## config.mk

```make
export PLATFORM = sky130hd
export DESIGN_NAME = csr_sequencer
export DESIGN_NICKNAME = d
export VERILOG_FILES = /design/src/rtl/csr_sequencer.sv
export SDC_FILE = /design/constraint.sdc
export NUM_CORES = 1
export LEC_CHECK = 0
export BUFFER_PORTS_ARGS = -buffer_cell sky130_fd_sc_hd__buf_4
export CAP_MARGIN = 40
export CORE_MARGIN = 1
export CORE_UTILIZATION = 49
export DETAILED_ROUTE_END_ITERATION = 12
export PLACE_DENSITY = 0.81
export SLEW_MARGIN = 20
export SYNTH_ARGS = -nofsm -noshare
export SYNTH_HDL_FRONTEND = slang
export SYNTH_SLANG_ARGS = --single-unit
```

## constraint.sdc

```tcl
create_clock -name clk -period 2.4 [get_ports clk]
set_input_delay 0.12 -clock clk [delete_from_list [all_inputs] [get_ports clk]]
set_output_delay 0.12 -clock clk [all_outputs]
set_load 0.02 [all_outputs]
```

## src/rtl/csr_sequencer.sv

```systemverilog
// Sequencer for RISC-V SYSTEM-opcode instructions: Zicsr read/modify/write, ECALL/EBREAK/MRET,
// and external exception entry. Outputs are decoded from state, so IDLE drives all zeros.
module csr_sequencer #(
   parameter logic [31:0] MTVEC_ADDR = 32'h4
) (
   input  logic        clk,
   input  logic        rst,
   input  logic        start,
   input  logic [31:0] instr,
   input  logic [31:0] pc,
   input  logic [31:0] rs1_val,
   input  logic        exc_req,
   input  logic [4:0]  exc_cause,
   input  logic [31:0] exc_addr,
   input  logic [31:0] csr_rdata,
   input  logic        csr_invalid,
   output logic        busy,
   output logic        done,
   output logic        rd_we,
   output logic [4:0]  rd_addr,
   output logic [31:0] rd_data,
   output logic [11:0] csr_addr,
   output logic        csr_read,
   output logic        csr_write,
   output logic [1:0]  csr_write_type,
   output logic [31:0] csr_bus,
   output logic [31:0] csr_tval,
   output logic        trap,
   output logic [4:0]  trap_cause,
   output logic        ret,
   output logic        redirect,
   output logic [31:0] new_pc
);

   typedef enum logic [2:0] {IDLE, DECODE, READ, WRITE, TRAP, RET, DONE} state_t;

   state_t      state, state_nx;
   logic [31:0] instr_q, pc_q, rs1_q, tval_q, rdata_q;
   logic [4:0]  cause_q, cause_nx;
   logic        set_cause, latch_rdata;

   logic [2:0]  funct3;
   logic [11:0] csr_a;
   logic [31:0] operand;
   logic        wr_req;
   state_t      dec_state;
   logic [4:0]  dec_cause;

   assign funct3  = instr_q[14:12];
   assign csr_a   = instr_q[31:20];
   assign operand = funct3[2] ? {27'd0, instr_q[19:15]} : rs1_q;
   // CSRRW/CSRRWI always write; set/clear forms write only with a nonzero rs1/uimm field.
   assign wr_req  = (funct3[1:0] == 2'b01) || (instr_q[19:15] != 5'd0);

   always_comb begin
      dec_state = TRAP;
      dec_cause = 5'd2;
      if (instr_q[6:0] == 7'b1110011) begin
         case (funct3)
            3'b001, 3'b010, 3'b011, 3'b101, 3'b110, 3'b111: dec_state = READ;
            3'b000: begin
               if (csr_a == 12'h000)      dec_cause = 5'd11;
               else if (csr_a == 12'h001) dec_cause = 5'd3;
               else if (csr_a == 12'h302) dec_state = RET;
            end
            default: ;
         endcase
      end
   end

   always_ff @(posedge clk) begin
      if (rst) state <= IDLE;
      else     state <= state_nx;
   end

   always_comb begin
      state_nx       = state;
      set_cause      = 1'b0;
      cause_nx       = 5'd2;
      latch_rdata    = 1'b0;
      busy           = (state != IDLE);
      done           = 1'b0;
      rd_we          = 1'b0;
      rd_addr        = 5'd0;
      rd_data        = 32'd0;
      csr_addr       = 12'd0;
      csr_read       = 1'b0;
      csr_write      = 1'b0;
      csr_write_type = 2'b00;
      csr_bus        = 32'd0;
      csr_tval       = 32'd0;
      trap           = 1'b0;
      trap_cause     = 5'd0;
      ret            = 1'b0;
      redirect       = 1'b0;
      new_pc         = 32'd0;
      case (state)
         IDLE: begin
            if (exc_req)    state_nx = TRAP;
            else if (start) state_nx = DECODE;
         end
         DECODE: begin
            state_nx = dec_state;
            if (dec_state == TRAP) begin
               set_cause = 1'b1;
               cause_nx  = dec_cause;
            end
         end
         READ: begin
            csr_read = 1'b1;
            csr_addr = csr_a;
            // Address space 0xC00-0xFFF is read-only; writing it is illegal.
            if (csr_invalid || (wr_req && csr_a[11:10] == 2'b11)) begin
               state_nx  = TRAP;
               set_cause = 1'b1;
            end else begin
               latch_rdata = 1'b1;
               state_nx    = wr_req ? WRITE : DONE;
            end
         end
         WRITE: begin
            csr_write      = 1'b1;
            csr_write_type = funct3[1:0];
            csr_bus        = operand;
            csr_addr       = csr_a;
            state_nx       = DONE;
         end
         TRAP: begin
            trap       = 1'b1;
            trap_cause = cause_q;
            csr_bus    = pc_q;
            csr_tval   = tval_q;
            redirect   = 1'b1;
            new_pc     = MTVEC_ADDR;
            state_nx   = IDLE;
         end
         RET: begin
            ret      = 1'b1;
            csr_read = 1'b1;
            csr_addr = 12'h341;
            redirect = 1'b1;
            new_pc   = {csr_rdata[31:2], 2'b00};
            state_nx = IDLE;
         end
         DONE: begin
            done     = 1'b1;
            rd_addr  = instr_q[11:7];
            rd_we    = (instr_q[11:7] != 5'd0);
            rd_data  = rdata_q;
            redirect = 1'b1;
            new_pc   = pc_q + 32'd4;
            state_nx = IDLE;
         end
         default: state_nx = IDLE;
      endcase
   end

   always_ff @(posedge clk) begin
      if (rst) begin
         instr_q <= 32'd0;
         pc_q    <= 32'd0;
         rs1_q   <= 32'd0;
         tval_q  <= 32'd0;
         rdata_q <= 32'd0;
         cause_q <= 5'd0;
      end else begin
         if (state == IDLE) begin
            if (exc_req) begin
               cause_q <= exc_cause;
               tval_q  <= exc_addr;
               pc_q    <= pc;
            end else if (start) begin
               instr_q <= instr;
               pc_q    <= pc;
               rs1_q   <= rs1_val;
               tval_q  <= pc;
            end
         end
         if (set_cause)   cause_q <= cause_nx;
         if (latch_rdata) rdata_q <= csr_rdata;
      end
   end

endmodule

```

==> results.toml <==
[logic_synthesis]
synth_seq_cells = 168
synth_nets = 1261
netlist_area_um2 = 8210
synth_mux_area_frac = 0.0488
synth_warnings = 0
synth-seq-area-share = 0.410
async_reset_ff_frac = 0
yosys.area_share.xor_xnor = 0.0299
ys_types = 48
synth_fa_ha_area_frac = 0.00152
syn_area_per_cell_um2 = 7.53
yosys.area_share.simple = 0.281
netlist_instances = 1090
synth_top_family_by_area = "simple AND/OR/NAND/NOR gates"
synth_compound_area_frac = 0.180
synth_top_flop_cell = "dfxtp_1"
synth_edf_count = 0

[route]
dr.pass1.iters = 6
vias_per_cell = 5.69
num_vias = 9909
routed_wl_um = 33300
wire_per_inst_um = 19.1
ant_nets = 0
drtIter0Drc = 944
drc = 0

[global_route]
grt_overflow_total = 0
antenna_found_initial = 0
grt_max_degree = 97
grt_pass1_vias = 9441
grtUsageTotal = 0.369
grt_pass1_wl_um = 50500

[floorplanning]
initial_utilization = 0.509
row_count = 46
die-area_um2 = 17300
pin_count = 330
die_h_um = 131
die_w_um = 131
core_um2 = 16100

[worst_setup_path]
ff2ff_path_depth = 5
cp_data_arrival_time_ns = 2.22
critPathLaunchType = "flip-flop"
reg2reg_to = "cause_q[0]"
critPathKind = "reg2out"
reg2reg_slack_ns = 0.32
cp-end-kind = "output port"
critPathMaxFanout = 34
required_ns = 2.28
worstReg2RegStart = "instr_q[22]"

[finish]
stdcell_area_um2 = 12900
syn2layout_area_growth_pct = 57.3
fin_nets = 1683
num-fill-cells = 1085
n_antenna_cell = 0
drive_gt1_frac = 0.285

[timing]
setup_violations = 0
fin_crit_sh = 0.974
fmax_mhz = 428
hold_slack_ns = 0.0120
worst_pin_slew_ns = 0.707
maxSlewViolCount = 0
fin_skew_ns = 0.0117
min_period_ns = 2.34
relSlewSlack = 0.528
hold_violations = 0
rsz0062_at_grt = "true"

[placed_design]
dpl_cell_area_um2 = 10900
port_buffers = 329
place_hpwl_um = 21400
place.gp.congestion = 0.948

[worst_hold_path]
whs_path_depth = 3
min_path_type = "in2reg"
hp-start = "pc[29]"
whs_endpoint = "pc_q[29]"

[run_status]
outcome = "completed"

[pwr]
p_total_mw = 7.37
power_density_nw_per_um2 = 571
ir_drop_mv = 0.544
cellLeakagePower_nw = 5.65

[clocking]
cts_tree = "done"
htreeDepth = 4
cts_inserted_buffers = 17
root_buffer = "clkbuf_16"
clk_latency_ns = 0.43
path_clk_slew_ns = 0.07
cts.path.max_buffers = 2
clock_sinks = 168

[job]
cap_violations = 0
==> placed cells by master, fill, tap and decap left out, types with 4 or more instances in the layout <==
master	count
a21o_1	4
dfxtp_1	161
a211oi_1	32
nand3_1	14
dlygate4sd3_1	124
and3_1	42
nand2_1	307
and4_1	4
mux2i_1	40
nor3_1	8
dfxtp_2	7
buf_12	5
buf_4	362
o21ai_0	35
clkbuf_16	17
nor2_1	45
xor2_1	9
a22o_1	28
clkinvlp_4	6
nand4_1	4
a21oi_1	134
nor3_2	4
xnor2_1	19
and2_1	49
inv_1	7
==> how the worst max path moves through the flow <==
stage,from,endpoint,slack (ns)
global route,pc_q[21],new_pc[31],-0.05
finish,state[2],rd_data[10],0.06
floorplan,pc_q[4],new_pc[31],0.42
detailed placement,pc_q[2],new_pc[16],0.23
CTS,pc_q[3],new_pc[16],-0.02
global placement,pc_q[2],new_pc[16],0.26
==> routing by layer <==
metal,global-route usage,share of wire
met1,0.451,0.38
met2,0.619,0.48
met3,0.0802,0.090
met4,0.171,0.042
met5,0,0
==> worst max-delay path: stages (launching register included) <==
cell,delay (ns)
dfxtp_2,0.53
nand2_1,0.08
or2_2,0.28
inv_1,0.31
buf_12,0.23
and2_1,0.20
buf_4,0.16
==> report_power, final <==
| part | internal [mW] | switching [mW] |
|---|---|---|
| logic | 0.666 | 0.759 |
| registers | 2.97 | 0.145 |
| clock network | 1.64 | 1.18 |
==> metrics by stage <==
| stage | worst slack, ns | TNS (ns) | util | std cells |
|---|---|---|---|---|
| floorplan | 0.420 | 0 | - | 1090 |
| global placement | 0.258 | 0 | 0.679 | 1582 |
| detailed placement | 0.227 | 0 | 0.679 | 1582 |
| CTS | -0.0237 | -0.0237 | 0.796 | 1738 |
| global route | -0.0548 | -0.145 | 0.801 | 1741 |
| finish | 0.0614 | 0 | 0.801 | 1741 |
==> synth_stat cells, types with 3 or more instances <==
cell type | instances | area [um2]
nor4_1 | 5 | 31.3
o21ai_0 | 37 | 185
xnor2_1 | 19 | 166
and2_1 | 49 | 307
a21o_1 | 4 | 30.0
nand4b_1 | 3 | 26.3
clkbuf_1 | 61 | 229
dfxtp_1 | 168 | 3360
nand4_1 | 4 | 25.0
a22o_1 | 28 | 245
a211oi_1 | 32 | 240
buf_2 | 25 | 125
nor3_1 | 12 | 60.1
a21oi_1 | 134 | 671
nand3_1 | 16 | 80.1
and4_1 | 5 | 43.8
xor2_1 | 9 | 78.8
inv_1 | 7 | 26.3
nand2_1 | 308 | 1160
nor2_1 | 49 | 184
and3_1 | 42 | 263
mux2i_1 | 40 | 400
==> registers in the layout, summed over array words and instances, names as in the netlist <==
register,flops
instr_q,32
pc_q,32
rdata_q,32
rs1_q,32
tval_q,32
cause_q,5
state,3
==> final cells by class <==
class | count | area [um2] | area share
Clock buffer | 17 | 425 | 0.0330
Inverter | 7 | 26.3 | 0.00204
Multi-Input combinational cell | 825 | 4540 | 0.352
Sequential cell | 168 | 3370 | 0.261
Tap cell | 216 | 270 | 0.0209
Clock inverter | 15 | 176 | 0.0137
Timing Repair Buffer | 493 | 4100 | 0.317
==> timing repair <==
item	4_1_cts	5_1_grt
buffers inserted	1	1
hold endpoints to repair	123	1
gates resized for setup	12	12
pin swaps	1	1
hold buffers	123	1
setup endpoints to repair	54	44
==> logic make-up after synthesis <==
group | after synthesis
AO/OA/AOI/OAI | 248
buffers and inverters | 97
flip-flops | 168
AND/OR/NAND/NOR | 508
adder cells (fa/ha/maj) | 1
XOR/XNOR | 28
multiplexers | 40
No activity file was read; power rests on OpenSTA's default activity.
